## config.mk

```make
export PLATFORM = sky130hd
export DESIGN_NAME = uart_verici_gen
export DESIGN_NICKNAME = d
export VERILOG_FILES = /design/src/rtl/uart_pkg.sv /design/src/rtl/uart_fifo.sv /design/src/rtl/uart_verici_gen.sv
export SDC_FILE = /design/constraint.sdc
export NUM_CORES = 1
export LEC_CHECK = 0
export CORE_MARGIN = 2
export CORE_UTILIZATION = 35
export DETAILED_ROUTE_END_ITERATION = 10
export SYNTH_ARGS = -nofsm -noshare
export SYNTH_HDL_FRONTEND = slang
export SYNTH_SLANG_ARGS = --single-unit
```

## constraint.sdc

```tcl
create_clock -name clk_g -period 2.4 [get_ports clk_g]
set_input_delay 0.24 -clock clk_g [delete_from_list [all_inputs] [get_ports clk_g]]
set_output_delay 0.24 -clock clk_g [all_outputs]
set_load 0.02 [all_outputs]
```

## src/rtl/uart_pkg.sv

```systemverilog
// uart_pkg: FSM states, parity modes and data-length codes for uart_verici_gen
package uart_pkg;
  typedef enum logic [2:0] {BOSTA, BASLA, VER, PARITE, DUR, KIRMA} durum_t;
  localparam logic [1:0] PAR_YOK  = 2'd0;
  localparam logic [1:0] PAR_CIFT = 2'd1;
  localparam logic [1:0] PAR_TEK  = 2'd2;
  localparam logic [1:0] UZ_5 = 2'd0;
  localparam logic [1:0] UZ_6 = 2'd1;
  localparam logic [1:0] UZ_7 = 2'd2;
  localparam logic [1:0] UZ_8 = 2'd3;
  function automatic logic [2:0] son_idx(input logic [1:0] uz);
    return 3'd4 + {1'b0, uz};
  endfunction
endpackage

```

## src/rtl/uart_fifo.sv

```systemverilog
// uart_fifo: synchronous FIFO with full/empty/occupancy flags
module uart_fifo #(
  parameter int W = 8,
  parameter int D = 4,
  localparam int AW = $clog2(D)
) (
  input  logic         clk,
  input  logic         rst,
  input  logic         i_wr,
  input  logic         i_rd,
  input  logic [W-1:0] i_din,
  output logic [W-1:0] o_dout,
  output logic         o_full,
  output logic         o_empty,
  output logic [AW:0]  o_count
);
  localparam logic [AW:0] DOLU = (AW+1)'(D);
  logic [W-1:0] r_mem [D];
  logic [AW-1:0] r_wp, r_rp;
  logic [AW:0] r_cnt;
  logic w_push, w_pop;
  assign o_full  = r_cnt == DOLU;
  assign o_empty = r_cnt == '0;
  assign o_count = r_cnt;
  assign o_dout  = r_mem[r_rp];
  assign w_push  = i_wr && !o_full;
  assign w_pop   = i_rd && !o_empty;
  always_ff @(posedge clk)
    if (w_push) r_mem[r_wp] <= i_din;
  always_ff @(posedge clk)
    if (rst) begin
      r_wp  <= '0;
      r_rp  <= '0;
      r_cnt <= '0;
    end else begin
      r_wp  <= r_wp + AW'(w_push);
      r_rp  <= r_rp + AW'(w_pop);
      r_cnt <= r_cnt + (AW+1)'(w_push) - (AW+1)'(w_pop);
    end
endmodule

```

## src/rtl/uart_verici_gen.sv

```systemverilog
// uart_verici_gen: buffered UART transmitter, 5-8 data bits, parity, 1/2 stop bits.
// Define UART_KIRMA_EN to enable the break (KIRMA) state driven by kirma_istek.
module uart_verici_gen
  import uart_pkg::*;
#(
  parameter int VERI_BIT = 8,
  parameter int FIFO_DERINLIK = 4,
  parameter int BOL_W = 16,
  localparam int CW = $clog2(FIFO_DERINLIK) + 1
) (
  input  logic                clk_g,
  input  logic                rst_g,
  input  logic [VERI_BIT-1:0] ver_veri,
  input  logic                ver_gecerli,
  input  logic [BOL_W-1:0]    baud_bolen,
  input  logic [1:0]          veri_uzunluk,
  input  logic [1:0]          parite_mod,
  input  logic                dur_iki,
  input  logic                kirma_istek,
  output logic                TX,
  output logic                hazir,
  output logic                bos,
  output logic [CW-1:0]       doluluk
);
  durum_t r_st, w_st;
  logic [BOL_W-1:0] r_cnt, w_cnt, r_bb;
  logic [2:0] r_idx, w_idx;
  logic [7:0] r_sh;
  logic [1:0] r_uz, r_par;
  logic r_d2, r_tx, w_tx, w_pop, w_lat, w_son, w_son_bit, w_par_var, w_parite;
  logic w_full, w_empty;
  logic [VERI_BIT-1:0] w_dout;
`ifndef UART_KIRMA_EN
  logic w_kirma_unused;
  assign w_kirma_unused = kirma_istek;
`endif
  uart_fifo #(.W(VERI_BIT), .D(FIFO_DERINLIK)) u_fifo (
    .clk(clk_g), .rst(rst_g), .i_wr(ver_gecerli), .i_rd(w_pop), .i_din(ver_veri),
    .o_dout(w_dout), .o_full(w_full), .o_empty(w_empty), .o_count(doluluk)
  );
  assign TX    = r_tx;
  assign hazir = !w_full;
  assign bos   = w_empty && r_st == BOSTA;
  assign w_son     = r_cnt == r_bb;
  assign w_son_bit = r_idx == son_idx(r_uz);
  assign w_par_var = r_par == PAR_CIFT || r_par == PAR_TEK;
  assign w_parite  = ^(r_sh & (8'hFF >> (2'd3 - r_uz))) ^ (r_par == PAR_TEK);
  // frame config is sampled whenever idle so the break timer also sees a stable divisor
  assign w_lat     = w_pop || r_st == BOSTA;
  always_comb begin
    w_st  = r_st;
    w_idx = r_idx;
    w_pop = 1'b0;
    w_cnt = (r_st == BOSTA || w_son) ? '0 : r_cnt + 1'b1;
    case (r_st)
      BOSTA: begin
`ifdef UART_KIRMA_EN
        if (kirma_istek) w_st = KIRMA;
        else
`endif
        if (!w_empty) begin
          w_pop = 1'b1;
          w_st  = BASLA;
        end
      end
      BASLA: w_st = w_son ? VER : BASLA;
      VER: if (w_son) begin
        w_idx = w_son_bit ? 3'd0 : r_idx + 3'd1;
        w_st  = !w_son_bit ? VER : w_par_var ? PARITE : DUR;
      end
      PARITE: w_st = w_son ? DUR : PARITE;
      DUR: if (w_son) begin
        w_idx = (r_d2 && r_idx == 3'd0) ? 3'd1 : 3'd0;
        if (!(r_d2 && r_idx == 3'd0)) begin
          w_pop = !w_empty;
          w_st  = w_empty ? BOSTA : BASLA;
        end
      end
`ifdef UART_KIRMA_EN
      KIRMA: begin
        w_idx = w_son ? 3'd1 : r_idx;
        if (!kirma_istek && (r_idx != 3'd0 || w_son)) begin
          w_idx = 3'd0;
          w_st  = BOSTA;
        end
      end
`endif
      default: w_st = BOSTA;
    endcase
    w_tx = (w_st == VER) ? r_sh[w_idx] : (w_st == PARITE) ? w_parite :
           !(w_st == BASLA || w_st == KIRMA);
  end
  always_ff @(posedge clk_g)
    if (rst_g) begin
      r_st  <= BOSTA;
      r_cnt <= '0;
      r_idx <= '0;
      r_sh  <= '0;
      r_bb  <= '0;
      r_uz  <= UZ_8;
      r_par <= PAR_YOK;
      r_d2  <= 1'b0;
      r_tx  <= 1'b1;
    end else begin
      r_st  <= w_st;
      r_cnt <= w_cnt;
      r_idx <= w_idx;
      r_tx  <= w_tx;
      if (w_lat) begin
        r_sh  <= 8'(w_dout);
        r_bb  <= baud_bolen;
        r_uz  <= veri_uzunluk;
        r_par <= parite_mod;
        r_d2  <= dur_iki;
      end
    end
endmodule

```

==> results of run 1 <==
[per-layer routing]
layer,part of all wire (%),wire length [um],up-vias
met3,4.8,436,10
met1,46,4130,1442
met5,0,0,-
met2,48,4370,79
met4,1.3,114,0
li1,-,-,1532
[flip-flops by register name, summed over array words and instances, names as in the netlist, 2 cells and up]
name / cells
r_bb: 16
r_cnt: 16
r_idx: 3
r_par: 2
r_sh: 8
r_st: 3
r_uz: 2
u_fifo.o_count: 3
u_fifo.r_mem: 32
u_fifo.r_rp: 2
u_fifo.r_wp: 2
[final cells by class]
class / count / area, um2
Clock buffer: 9 / 225
Clock inverter: 7 / 71.3
Fill cell: 1055 / 6000
Inverter: 15 / 56.3
Multi-Input combinational cell: 280 / 1950
Sequential cell: 91 / 2170
Tap cell: 143 / 179
Timing Repair Buffer: 79 / 723
[layout by cell type (no fill, tap or decap), types with 3 or more instances in the layout]
| master | synthesis | routed |
|---|---|---|
| nand2_1 | 78 | 77 |
| nand3_1 | 11 | 10 |
| xor2_1 | 21 | 13 |
| clkdlybuf4s50_1 | 0 | 36 |
| dfxtp_1 | 59 | 38 |
| nor3_1 | 4 | 4 |
| buf_6 | 2 | 4 |
| inv_6 | 0 | 3 |
| o211ai_1 | 5 | 5 |
| nor2b_1 | 6 | 5 |
| clkbuf_16 | 0 | 9 |
| buf_4 | 3 | 36 |
| inv_1 | 15 | 14 |
| a21oi_1 | 39 | 38 |
| dfxtp_2 | 0 | 20 |
| o21ai_1 | 1 | 4 |
| edfxtp_1 | 32 | 32 |
| nand4_1 | 3 | 3 |
| mux4_2 | 8 | 8 |
| or3_1 | 6 | 6 |
| o21ai_0 | 10 | 7 |
| nor2_1 | 25 | 24 |
| xnor2_1 | 19 | 18 |
| ha_1 | 8 | 6 |
| nor4_2 | 1 | 4 |
| xor2_2 | 0 | 8 |
| inv_8 | 0 | 4 |
[where the power goes]
group | switching, mW | internal [mW] | leakage, nW | total, mW
sequential | 0.209 | 1.85 | 0.787 | 2.06
clock | 0.678 | 0.743 | 0.149 | 1.42
combinational | 0.907 | 0.956 | 1.10 | 1.86
[through the flow]
stage	utilization [%]	cell area, um2	setup TNS (ns)	power, mW
6_report	47.3	5370	-0.0741	5.34
3_3_place_gp	42.3	4810	-0.377	3.69
5_1_grt	47.3	5370	-0.346	5.71
2_1_floorplan	-	4070	-0.201	3.16
3_5_place_dp	42.3	4810	-0.506	3.74
4_1_cts	45.1	5120	-0.341	5.20
[timing repair]
item,4_1_cts,5_1_grt
resized for setup,3,58
gates cloned,0,0
pin swaps,7,20
setup endpoints to repair,2,14
setup buffers,1,7
[worst max-delay path, cell delays in order, from the launching register on]
cell and delay, ns:
dfxtp_2 0.33, xor2_1 0.17, nor4_2 0.35, and4_4 0.30
a21oi_4 0.07, nor2_4 0.13, ha_4 0.14, inv_2 0.04
ha_4 0.15, fa_2 0.35, xnor2_2 0.14, xnor2_1 0.14
nor2_1 0.05
[kinds of logic (layout without fill, tap and decap cells)]
| kind of cell | count (synthesis) | after routing |
|---|---|---|
| simple gates | 151 | 151 |
| mux | 8 | 8 |
| fa+ha+maj | 9 | 9 |
| buf+inv | 30 | 110 |
| flops | 91 | 91 |
| compound gates | 72 | 72 |
| xor+xnor | 40 | 40 |
[path summary, 6_finish.rpt]
| kind | startpoint | to | depth (start not counted) |
|---|---|---|---|
| min | baud_bolen[8] | r_bb[8]$_SDFFE_PP0P_ | 3 |
| max reg2reg | r_cnt[15]$_SDFF_PP0_ | u_fifo.o_count[2]$_SDFF_PP0_ | 12 |
| max | r_cnt[15]$_SDFF_PP0_ | u_fifo.o_count[2]$_SDFF_PP0_ | 12 |
| min reg2reg | r_bb[8]$_SDFFE_PP0P_ | r_bb[8]$_SDFFE_PP0P_ | 2 |
==> flow_metrics.env, run 1 <==
export IMPL_clk_pin_slew_ns=0.07
export IMPL_crit_type="reg2reg"
export IMPL_syn_num_nets=443
export IMPL_post_place_cells=602
export IMPL_dr_total_vias=3063
export IMPL_cts_buffer_depth=2
export IMPL_start_kind="flip-flop"
export IMPL_layout_min_cycle_time_ns=2.46
export IMPL_synthTopCellsByCount="78 x nand2_1, 59 x dfxtp_1, 39 x a21oi_1"
export IMPL_first_pass_iters=4
export IMPL_drv_slew=0
export IMPL_synthXorXnorAreaFrac_pct=8.66
export IMPL_grt_pass1_vias=3010
export IMPL_row_count=39
export IMPL_core_area_mm2=0.0114
export IMPL_clock_sinks=91
export IMPL_yosysMostFrequentCell="nand2_1"
export IMPL_fp_dieW_um=112
export IMPL_maxCapViolations=0
export IMPL_avgSynthCellArea_um2=10.1
export IMPL_vdd_drop_max_mv=0.519
export IMPL_synth_simple_area_share_pct=16.9
export IMPL_setup_viol=2
export IMPL_root_buffer="clkbuf_16"
export IMPL_drc=0
export IMPL_cts_htree_levels=3
export IMPL_rsz0062_at_grt="yes"
export IMPL_ant_nets=0
export IMPL_io_buffers=37
export IMPL_grt_max_degree=26
export IMPL_grt_met1_usage_pct=19.6
export IMPL_grt_use_met2_pct=23.6
export IMPL_clk_latency_ns=0.35
export IMPL_layout_nets=518
export IMPL_fin_crit_sh_pct=103
export IMPL_die_area_mm2=0.0124
export IMPL_drtIter0Drc=210
export IMPL_grt_usage_pct=14.8
export IMPL_synth_top_cell_by_area="dfxtp_1"
export IMPL_slew_limit_headroom_pct=61.2
export IMPL_synth_top_area_share_pct=29.2
export IMPL_crit_path_max_fanout=2
export IMPL_end_kind="flip-flop"
export IMPL_p_leak_nw=2.04
export IMPL_min_path_type="in2reg"
export IMPL_violations="negative setup slack"
export IMPL_areaGrowthSynthToFinish_pct=32.8
export IMPL_numCtsBuffers=9
export IMPL_dpl_hpwl_mm=6.21
export IMPL_powerDensity_mw_per_mm2=995
export IMPL_final_hold_violation_count=0
export IMPL_gp_congestion=0.887
export IMPL_cts_tree="built"
export IMPL_synthCells=401
export IMPL_grt_overflow_total=0
export IMPL_drive_above_1_share_pct=24.5
export IMPL_grt_busiest_layer="met2"
export IMPL_hold_worst_slack_ns=0.436
export IMPL_synth_top_family_by_area="simple AND/OR/NAND/NOR gates"
export IMPL_synthAdderAreaFrac_pct=2.97
export IMPL_synth_area_leaders="dfxtp_1 29%, edfxtp_1 24%, nand2_1 7.2%"
export IMPL_seq_area_frac_synth_pct=52.9
export IMPL_rrSetupSlack_ns=-0.06
export IMPL_synth_edf_count=32
export IMPL_wl_mm=9.05
export IMPL_synth_seq_cells=91
export IMPL_antenna_cells=0
export IMPL_synthMuxAreaShare_pct=4.45
export IMPL_syn_area_mm2=0.00405
export IMPL_post_place_ws_ns=-0.279
export IMPL_arrival_ns=2.69
export IMPL_ys_types=49
export IMPL_outcome="complete, but fails checks"
export IMPL_avgViaCountPerCell=4.91
export IMPL_fin_cells=624
export IMPL_worst_clock_skew_ns=0.0119
export IMPL_grt_pass1_wl_mm=14.6
export IMPL_ys_warn_count=0
export IMPL_start_util_pct=35.6
export IMPL_async_flop_share_pct=0
export IMPL_io_pins=39
export IMPL_required_ns=2.63
export IMPL_synth_ff_type="dfxtp_1"
export IMPL_dieHeight_um=112
export IMPL_setup_slack_ns=-0.0631
export IMPL_cts_hold_fix_buffers=0
export IMPL_use_met3_pct=3.86
export IMPL_synth_compound_area_share_pct=10.6
export IMPL_post_drt_wl_per_cell_um=14.5
export IMPL_antenna_found_initial=0
export IMPL_fmax_mhz=406
export IMPL_tightest_slew_ns=0.581
Note: power is estimated with default switching activity, not from simulation.
==> run 2: changes to the inputs <==
REMOVE_ABC_BUFFERS = 1   (was default)
==> run 2 against run 1 <==
Net effect:
- the run still ends with negative setup slack left
- hold slack better by 0.0050 ns
- clock-buffer cell count up 1
- combinational power about the same
- clock skew down 0.0054 ns
- largest power group unchanged
- highest routed layer unchanged
==> flow_metrics.env, run 2 (synthesized netlist as in run 1, its figures left out) <==
export IMPL_fp_dieW_um=112
export IMPL_final_common_cell="nand2_1"
export IMPL_fin_crit_sh_pct=105
export IMPL_core_area_mm2=0.0114
export IMPL_antenna_cells=0
export IMPL_wl_mm=8.52
export IMPL_tightest_slew_ns=0.623
export IMPL_cts_htree_levels=3
export IMPL_grt_usage_pct=14.1
export IMPL_gp_congestion=0.862
export IMPL_numCtsBuffers=9
export IMPL_multi_input_area_mm2=0.00185
export IMPL_drtIter0Drc=104
export IMPL_slowest_delay_ns=0.35
export IMPL_die_area_mm2=0.0124
export IMPL_slew_limit_headroom_pct=58.4
export IMPL_drv_slew=0
export IMPL_wl_met3_um=326
export IMPL_first_pass_iters=4
export IMPL_io_buffers=37
export IMPL_crit_top_cell="ha_4"
export IMPL_crit_type="reg2reg"
export IMPL_layout_min_cycle_time_ns=2.53
export IMPL_drive_above_1_share_pct=19.4
export IMPL_cts_hold_fix_buffers=0
export IMPL_arrival_ns=2.75
export IMPL_p_leak_nw=1.99
export IMPL_ant_nets=0
export IMPL_start_kind="flip-flop"
export IMPL_regArea_mm2=0.00216
export IMPL_fmax_mhz=396
export IMPL_io_pins=39
export IMPL_antenna_found_initial=0
export IMPL_setup_slack_ns=-0.126
export IMPL_routed_top_layer="met4"
export IMPL_grt_pass1_wl_mm=14.1
export IMPL_root_buffer="clkbuf_16"
export IMPL_n_fill_cell=1074
export IMPL_largest_registers="u_fifo.r_mem: 32 flops, r_bb: 16 flops, r_cnt: 16 flops"
export IMPL_setup_viol=4
export IMPL_cts_tree="built"
export IMPL_critPathLaunch="r_cnt[2]$_SDFF_PP0_"
export IMPL_worst_clock_skew_ns=0.00645
export IMPL_clk_latency_ns=0.34
export IMPL_crit_chain="xor2_1, nor4_2, buf_4, and4_4, a21oi_4, nor2_4, ha_4, inv_2, ha_4, fa_2, xnor2_2, xnor2_1, nor2_1"
export IMPL_vdd_drop_max_mv=0.628
export IMPL_outcome="complete, but fails checks"
export IMPL_clock_sinks=91
export IMPL_route_met2_wl_mm=4.21
export IMPL_violations="negative setup slack"
export IMPL_timing_hold_worst_start="baud_bolen[2]"
export IMPL_post_place_ws_ns=-0.376
export IMPL_critical_path_slowest_cell="fa_2"
export IMPL_post_drt_wl_per_cell_um=13.7
export IMPL_crit_path_max_fanout=2
export IMPL_dpl_hpwl_mm=6.10
export IMPL_required_ns=2.62
export IMPL_min_path_type="in2reg"
export IMPL_grt_pass1_vias=3038
export IMPL_rsz0062_at_grt="yes"
export IMPL_grt_max_degree=27
export IMPL_final_hold_violation_count=0
export IMPL_met1_length_mm=3.84
export IMPL_largest_reg_flops=32
export IMPL_dr_total_vias=3041
export IMPL_powerDensity_mw_per_mm2=1010
export IMPL_cts_buffer_depth=2
export IMPL_grt_overflow_total=0
export IMPL_layout_common_cells="78 x nand2_1, 48 x dfxtp_1, 38 x a21oi_1"
export IMPL_top_register="u_fifo.r_mem"
export IMPL_clk_pin_slew_ns=0.06
export IMPL_end_kind="flip-flop"
export IMPL_regToRegStartpoint="r_cnt[2]$_SDFF_PP0_"
export IMPL_areaGrowthSynthToFinish_pct=30.1
export IMPL_avgViaCountPerCell=4.88
export IMPL_maxCapViolations=0
export IMPL_dieHeight_um=112
export IMPL_drc=0
export IMPL_final_util_pct=46.3
export IMPL_row_count=39
export IMPL_layout_nets=517
export IMPL_start_util_pct=35.6
run 2: worst paths after layout:
kind	endpoint	slack [ns]	cells after the start
min reg2reg	r_bb[3]$_SDFFE_PP0P_	0.47	2
max	u_fifo.o_count[2]$_SDFF_PP0_	-0.13	13
min	r_bb[2]$_SDFFE_PP0P_	0.44	3
max reg2reg	u_fifo.o_count[2]$_SDFF_PP0_	-0.13	13
run 2: repair_timing:
item	4_1_cts	5_1_grt
setup endpoints to repair	3	15
pin swaps	8	11
setup buffers	7	6
resized for setup	11	23
run 2: layout make-up:
cell class	instances	share of cell area [%]
Clock inverter	6	1.24
Multi-Input combinational cell	280	35.2
Clock buffer	10	4.35
Timing Repair Buffer	78	13.9
Inverter	15	1.07
Sequential cell	91	40.9
Tap cell	143	3.40
run 2: critical path, delay by kind of cell (launching register included):
kind            cells  cell delay (ns)
compound gates      1             0.08
xor+xnor            3             0.44
fa+ha+maj           3             0.64
buf+inv             2             0.20
flops               1             0.34
simple gates        4             0.73
run 2: metrics by stage:
step / power (mW) / area [um2] / std cells / TNS [ns] / hold slack (ns)
after floorplan: 3.07 / 3960 / 386 / -0.324 / 0.309
after global placement: 3.65 / 4800 / 601 / -0.554 / 0.449
after detailed placement: 3.68 / 4800 / 601 / -0.635 / 0.462
after CTS: 5.26 / 5180 / 624 / -0.752 / 0.430
after global routing: 5.64 / 5270 / 623 / -0.939 / 0.450
final: 5.30 / 5270 / 623 / -0.291 / 0.441
run 2: per-layer routing:
layer,track usage [%],vias up
li1,-,1531
met1,16.3,1441
met2,24.7,57
met3,4.14,12
met4,5.19,0
met5,0,-
run 2: power breakdown:
part	switching (mW)	internal, mW	total [mW]
logic	0.861	0.991	1.85
clock network	0.584	0.807	1.39
registers	0.211	1.85	2.06
==> variant 1, RTL diff (settings of run 1) <==
The parameter `VERI_BIT` goes from 8 to 16.
--- a/src/rtl/uart_verici_gen.sv
+++ b/src/rtl/uart_verici_gen.sv
@@ -3,7 +3,7 @@
 module uart_verici_gen
   import uart_pkg::*;
 #(
-  parameter int VERI_BIT = 8,
+  parameter int VERI_BIT = 16,
   parameter int FIFO_DERINLIK = 4,
   parameter int BOL_W = 16,
   localparam int CW = $clog2(FIFO_DERINLIK) + 1
Interface: changed (resized ver_veri); port bits go from 39 to 47. The function was not compared with the original's and may differ.
==> variant 1 against run 1 <==
Sequential cell count did not move; non-clock buffer count grew 8; wire length is 6.9% lower; utilization is 0.10 points lower; global-route usage shrank 0.66 points; the run still ends with setup timing left; worst setup slack got worse by 0.081 ns; cell area up 0.21%; synthesized area increased by 1.1%; final cell count down 4.3%; power rose by 1.9%.
==> variant 1: results (changes against run 1) <==
| Metric | Value |
|---|---|
| Outcome | `finished, violations left` |
| Failing checks | `setup timing` |
| Post-detail-place hpwl | `6.05 mm (-2.5%)` |
| Largest delay share family, worst path | `simple AND/OR/NAND/NOR gates` |
| Largest net degree at the start of global routing | `25 (-3.8%)` |
| Leak | `1.94 nW (-4.5%)` |
| Slack of the critical path | `-0.144 ns (-0.0809 ns)` |
| Hold path cells | `2 (-1)` |
| Post-synth top cells | `nor2_1 (63), dfxtp_1 (59), edfxtp_1 (32), xnor2_1 (32), mux2i_1 (27)` |
| Met3 Usage GRT | `3.94% (+0.077 points)` |
| Sw frac | `31.7% (-1.9 points)` |
| Area contributors post-synth | `dfxtp_1 (29%), edfxtp_1 (23%), xnor2_1 (6.9%)` |
| Post-Synth Adder-Cell Area | `2.32% (-0.64 points)` |
| Async S/R FF share, synth | `0% (unchanged)` |
| Clk_skew | `0.00480 ns (-0.00708 ns)` |
| WL met1 | `4.18 mm (+1.3%)` |
| Vias/cell | `4.82 (-1.8%)` |
| Share of cells above drive strength 1 | `22.5% (-2.1 points)` |
| Hold path endpoint | `r_par[0]` |
| Cell count of the worst reg-to-reg path | `12 (unchanged)` |
| Maximum vdd drop | `489 µV (-5.9%)` |
| Slowest stage cell, crit path | `nor4_4` |
| Nets@finish | `497 (-4.1%)` |
| DR WL met2 | `3.93 mm (-10%)` |
| Mapped Nets | `416 (-6.1%)` |
| Syn_area_per_cell | `11.1 µm² (+10%)` |
| Met1 track utilization from global routing | `19.4% (-0.12 points)` |
| Via count | `2878 (-6.0%)` |
| Gr usage total | `14.1% (-0.66 points)` |
| Placed Cells | `577 (-4.2%)` |
| Hold/Removal Path Class | `flip-flop to flip-flop` |
| Drt wl/cell | `14.1 µm (-2.7%)` |
| Initial antenna violation count | `0 (unchanged)` |
| Initial DRC Count | `125 (-40%)` |
| RR Startpoint | `r_bb[9]` |
| Max clock buf depth | `2 (unchanged)` |
| Worst Tran Pin Value | `0.621 ns (+0.0399 ns)` |
| Met3 WL | `254 µm (-42%)` |
| Sequential area share after synthesis | `52.4% (-0.57 points)` |
| Distinct cell type count after synthesis | `51 (+4.1%)` |
| Hold slack | `0.507 ns (+0.0710 ns)` |
| Hold Startpoint | `r_par[0]` |
| Post-synth EDFFs | `32 (unchanged)` |
| Layout filler cell count | `1080 (+2.4%)` |
| RR Endpoint | `u_fifo.o_count[2]` |
| Met2 Resource Use GR | `21.4% (-2.1 points)` |
| Final setup fails | `2 (unchanged)` |
| Synth Area in XOR/XNOR | `9.64% (+0.98 points)` |
| Placer Congestion | `0.804 (-9.4%)` |
| First-pass GRT wire length | `13.9 mm (-4.9%)` |
| Synth Area in Compound Gates | `6.73% (-3.8 points)` |
| CP arrival | `2.77 ns (+0.08 ns)` |
| Vias in the first global route | `2843 (-5.5%)` |
| Mux share of post-synthesis cell area | `11.0% (+6.6 points)` |
[variant 1: cell types whose count changed in the layout (fill, tap and decap cells not counted), moves of 7 or more]
cell,run 1,this run
dfxtp_2,20,10
dfxtp_1,38,49
buf_4,36,46
inv_1,14,7
xor2_2,8,0
nand2_1,77,14
xnor2_1,18,26
a21oi_1,38,1
mux2i_1,0,26
nor2_1,24,63
[variant 1: metrics by stage]
stage          cell area, µm²  setup TNS [ns]  util (%)  worst slack, ns
2_1_floorplan            4120         -0.0950         -          -0.0950
3_5_place_dp             4970          -0.385      43.5           -0.188
6_report                 5380          -0.156      47.2           -0.144
4_1_cts                  5330          -0.138      46.7           -0.138
3_3_place_gp             4970          -0.201      43.5           -0.122
5_1_grt                  5380          -0.566      47.2           -0.301
[variant 1: worst max path at each step]
| stage | startpoint | to | slack, ns | cells past startpoint |
|---|---|---|---|---|
| after floorplan | r_cnt[5] | u_fifo.o_count[2] | -0.09 | 12 |
| after global placement | r_bb[1] | u_fifo.o_count[2] | -0.12 | 12 |
| after detailed placement | r_bb[1] | u_fifo.o_count[2] | -0.19 | 12 |
| after CTS | r_bb[0] | u_fifo.o_count[2] | -0.14 | 12 |
| after global routing | r_cnt[12] | u_fifo.o_count[2] | -0.30 | 12 |
| final | r_bb[9] | u_fifo.o_count[2] | -0.14 | 12 |
[variant 1: power by group through the flow]
| stage | Combinational [mW] | Clock (mW) | Sequential (mW) |
|---|---|---|---|
| 6_report | 1.94 | 1.43 | 2.08 |
| 5_1_grt | 2.11 | 1.55 | 2.12 |
| 4_1_cts | 1.90 | 1.47 | 2.08 |
| 3_5_place_dp | 1.85 | 0 | 2.10 |
| 3_3_place_gp | 1.82 | 0 | 2.09 |
| 2_1_floorplan | 1.27 | 0 | 2.04 |
[variant 1: final cells by class]
type / instances / share of cell area [%]
multi-input combinational: 252 / 35.9
clock buffer: 10 / 4.25
clock inverter: 6 / 1.32
tap: 143 / 3.32
sequential: 91 / 40.0
timing repair buffer: 87 / 14.6
inverter: 8 / 0.558
[variant 1: timing repair]
action | in CTS | in global routing
pin swaps | 5 | 6
gates resized for setup | 11 | 7
buffers inserted | 1 | 3
endpoints found under the setup margin | 8 | 29
[variant 1: logic make-up (layout without fill, tap and decap cells)]
| kind of cell | after synthesis | in the layout |
|---|---|---|
| AO/OA/AOI/OAI | 36 | 36 |
| XOR/XNOR | 45 | 45 |
| adder cells (fa/ha/maj) | 7 | 7 |
| multiplexers | 35 | 35 |
| buffers and inverters | 25 | 111 |
| flip-flops | 91 | 91 |
| AND/OR/NAND/NOR | 129 | 129 |
==> variant 2, RTL diff (flow settings as in run 1) <==
Made on the original files. Remove the register `r_tx`: a continuous assignment takes its place, so the output `TX` follows one clock earlier.
--- a/src/rtl/uart_verici_gen.sv
+++ b/src/rtl/uart_verici_gen.sv
@@ -100,12 +100,10 @@
       r_uz  <= UZ_8;
       r_par <= PAR_YOK;
       r_d2  <= 1'b0;
-      r_tx  <= 1'b1;
     end else begin
       r_st  <= w_st;
       r_cnt <= w_cnt;
       r_idx <= w_idx;
-      r_tx  <= w_tx;
       if (w_lat) begin
         r_sh  <= 8'(w_dout);
         r_bb  <= baud_bolen;
@@ -114,5 +112,7 @@
         r_d2  <= dur_iki;
       end
     end
+
+  assign r_tx = w_tx;
 endmodule
 
Formal check against the unedited RTL: not equivalent (a bounded check fails within 4 cycles, from zero or initial values and one cycle with rst_g high).
==> variant 2 against run 1 <==
The flow still finishes with violations (setup timing); count of clock-buffer cells in the layout up 4; sequential cell count down 1; wire length down 1.5%; worst setup slack worse by 0.80 ns; sequential power down 3%; power up 2.6%; synthesized area up 1.8%; clock skew down 0.0047 ns; die area up 1.7%; fmax down 25%; clock power down 6%; cell area up 5.5%; critical path type is now flip-flop to output pin; largest cell class unchanged.
==> variant 2: results (changes against run 1) <==
| Metric | Value |
|---|---|
| Leak | `2.27 nW (+12%)` |
| Placed Cells | `605 (+0.50%)` |
| Placer Congestion | `0.836 (-5.7%)` |
| Synth Area in XOR/XNOR | `8.51% (-0.15 points)` |
| Hold path cells | `2 (-1)` |
| Slack of the critical path | `-0.864 ns (-0.801 ns)` |
| Post-detail-place hpwl | `6.26 mm (+0.86%)` |
| Clk_skew | `0.00718 ns (-0.00470 ns)` |
| Cell count of the worst reg-to-reg path | `14 (+2)` |
| Cell-internal power | `3.82 mW (+7.6%)` |
| Maximum vdd drop | `711 µV (+37%)` |
| Syn_area_per_cell | `11.1 µm² (+10%)` |
| DR WL met2 | `4.28 mm (-2.1%)` |
| Post_cts resized | `19 (+16)` |
| Hold slack | `0.498 ns (+0.0621 ns)` |
| Fin cells | `628 (+0.64%)` |
| Layout filler cell count | `1027 (-2.7%)` |
| DR pass1 iterations | `7 (+3)` |
| Max incr delay on CP | `0.52 ns (+0.17 ns)` |
| Comb group | `2.16 mW (+16%)` |
| Initial antenna violation count | `0 (unchanged)` |
| Mux share of post-synthesis cell area | `13.1% (+8.6 points)` |
| Gr usage total | `14.5% (-0.25 points)` |
| Met3 WL | `329 µm (-25%)` |
| Outcome | `finished, violations left` |
| Hold/Removal Path Class | `flip-flop to flip-flop` |
| Sequential area share after synthesis | `51.5% (-1.4 points)` |
| Clk. pwr | `1.33 mW (-6%)` |
| Post-synth top cells | `dfxtp_1 (58), nor2_1 (58), edfxtp_1 (32), mux2i_1 (32), xor2_1 (23)` |
| Area contributors post-synth | `dfxtp_1 (28%), edfxtp_1 (23%), mux2i_1 (7.8%)` |
| Largest delay share family, worst path | `simple AND/OR/NAND/NOR gates` |
| CP arrival | `3.02 ns (+0.33 ns)` |
| Sw frac | `30.3% (-3.3 points)` |
| Hold path endpoint | `r_par[0]` |
| Placed standard-cell area | `0.00516 mm² (+7.3%)` |
| Distinct cell type count after synthesis | `47 (-4.1%)` |
| WL met1 | `4.14 mm (+0.36%)` |
| Share of cells above drive strength 1 | `26.6% (+2.1 points)` |
| RR Startpoint | `r_bb[9]` |
| Met1 track utilization from global routing | `18.5% (-1.0 points)` |
| Slowest stage cell, crit path | `or4_4` |
| Worst-path maximum fanout | `7 (+5)` |
| Failing checks | `setup timing` |
| Vias/cell | `4.81 (-2.0%)` |
| DRT Wirelength | `8.91 mm (-1.5%)` |
| Final setup fails | `6 (+4)` |
| Nets@finish | `522 (+0.77%)` |
| Synth Area in Compound Gates | `5.29% (-5.3 points)` |
| Post-Synth Adder-Cell Area | `2.92% (-0.051 points)` |
| Largest net degree at the start of global routing | `28 (+7.7%)` |
| Mapped Nets | `413 (-6.8%)` |
| Max clock buf depth | `2 (unchanged)` |
| Dpl ws | `-0.886 ns (-0.607 ns)` |
| Initial DRC Count | `82 (-61%)` |
| Largest regs | `u_fifo.r_mem x32, r_bb x16, r_cnt x16` |
| Antenna cells | `0 (unchanged)` |
| Met2 Resource Use GR | `23.5% (-0.043 points)` |
-- variant 2: layout make-up --
type	count	area, µm²	area share (%)
flip-flops and latches	90	2130	37.6
multi-input cells	250	1970	34.8
clock inverters	3	23.8	0.420
clock buffers	13	260	4.59
well taps	143	179	3.16
repair buffers	113	1040	18.3
inverters	16	60.1	1.06
-- variant 2: worst max-delay path by stage --
stage	to	slack (ns)	startpoint
after floorplan	TX	-0.27	r_cnt[3]
after global placement	TX	-0.84	r_bb[6]
after detailed placement	TX	-0.89	r_bb[3]
after CTS	TX	-0.85	r_bb[11]
after global routing	TX	-0.97	r_bb[6]
final	TX	-0.86	r_bb[9]
-- variant 2: tightest hold or removal path: stages (launching register included) --
cell,delay [ns]
dfxtp_1,0.32
mux2i_1,0.07
nor2_1,0.07
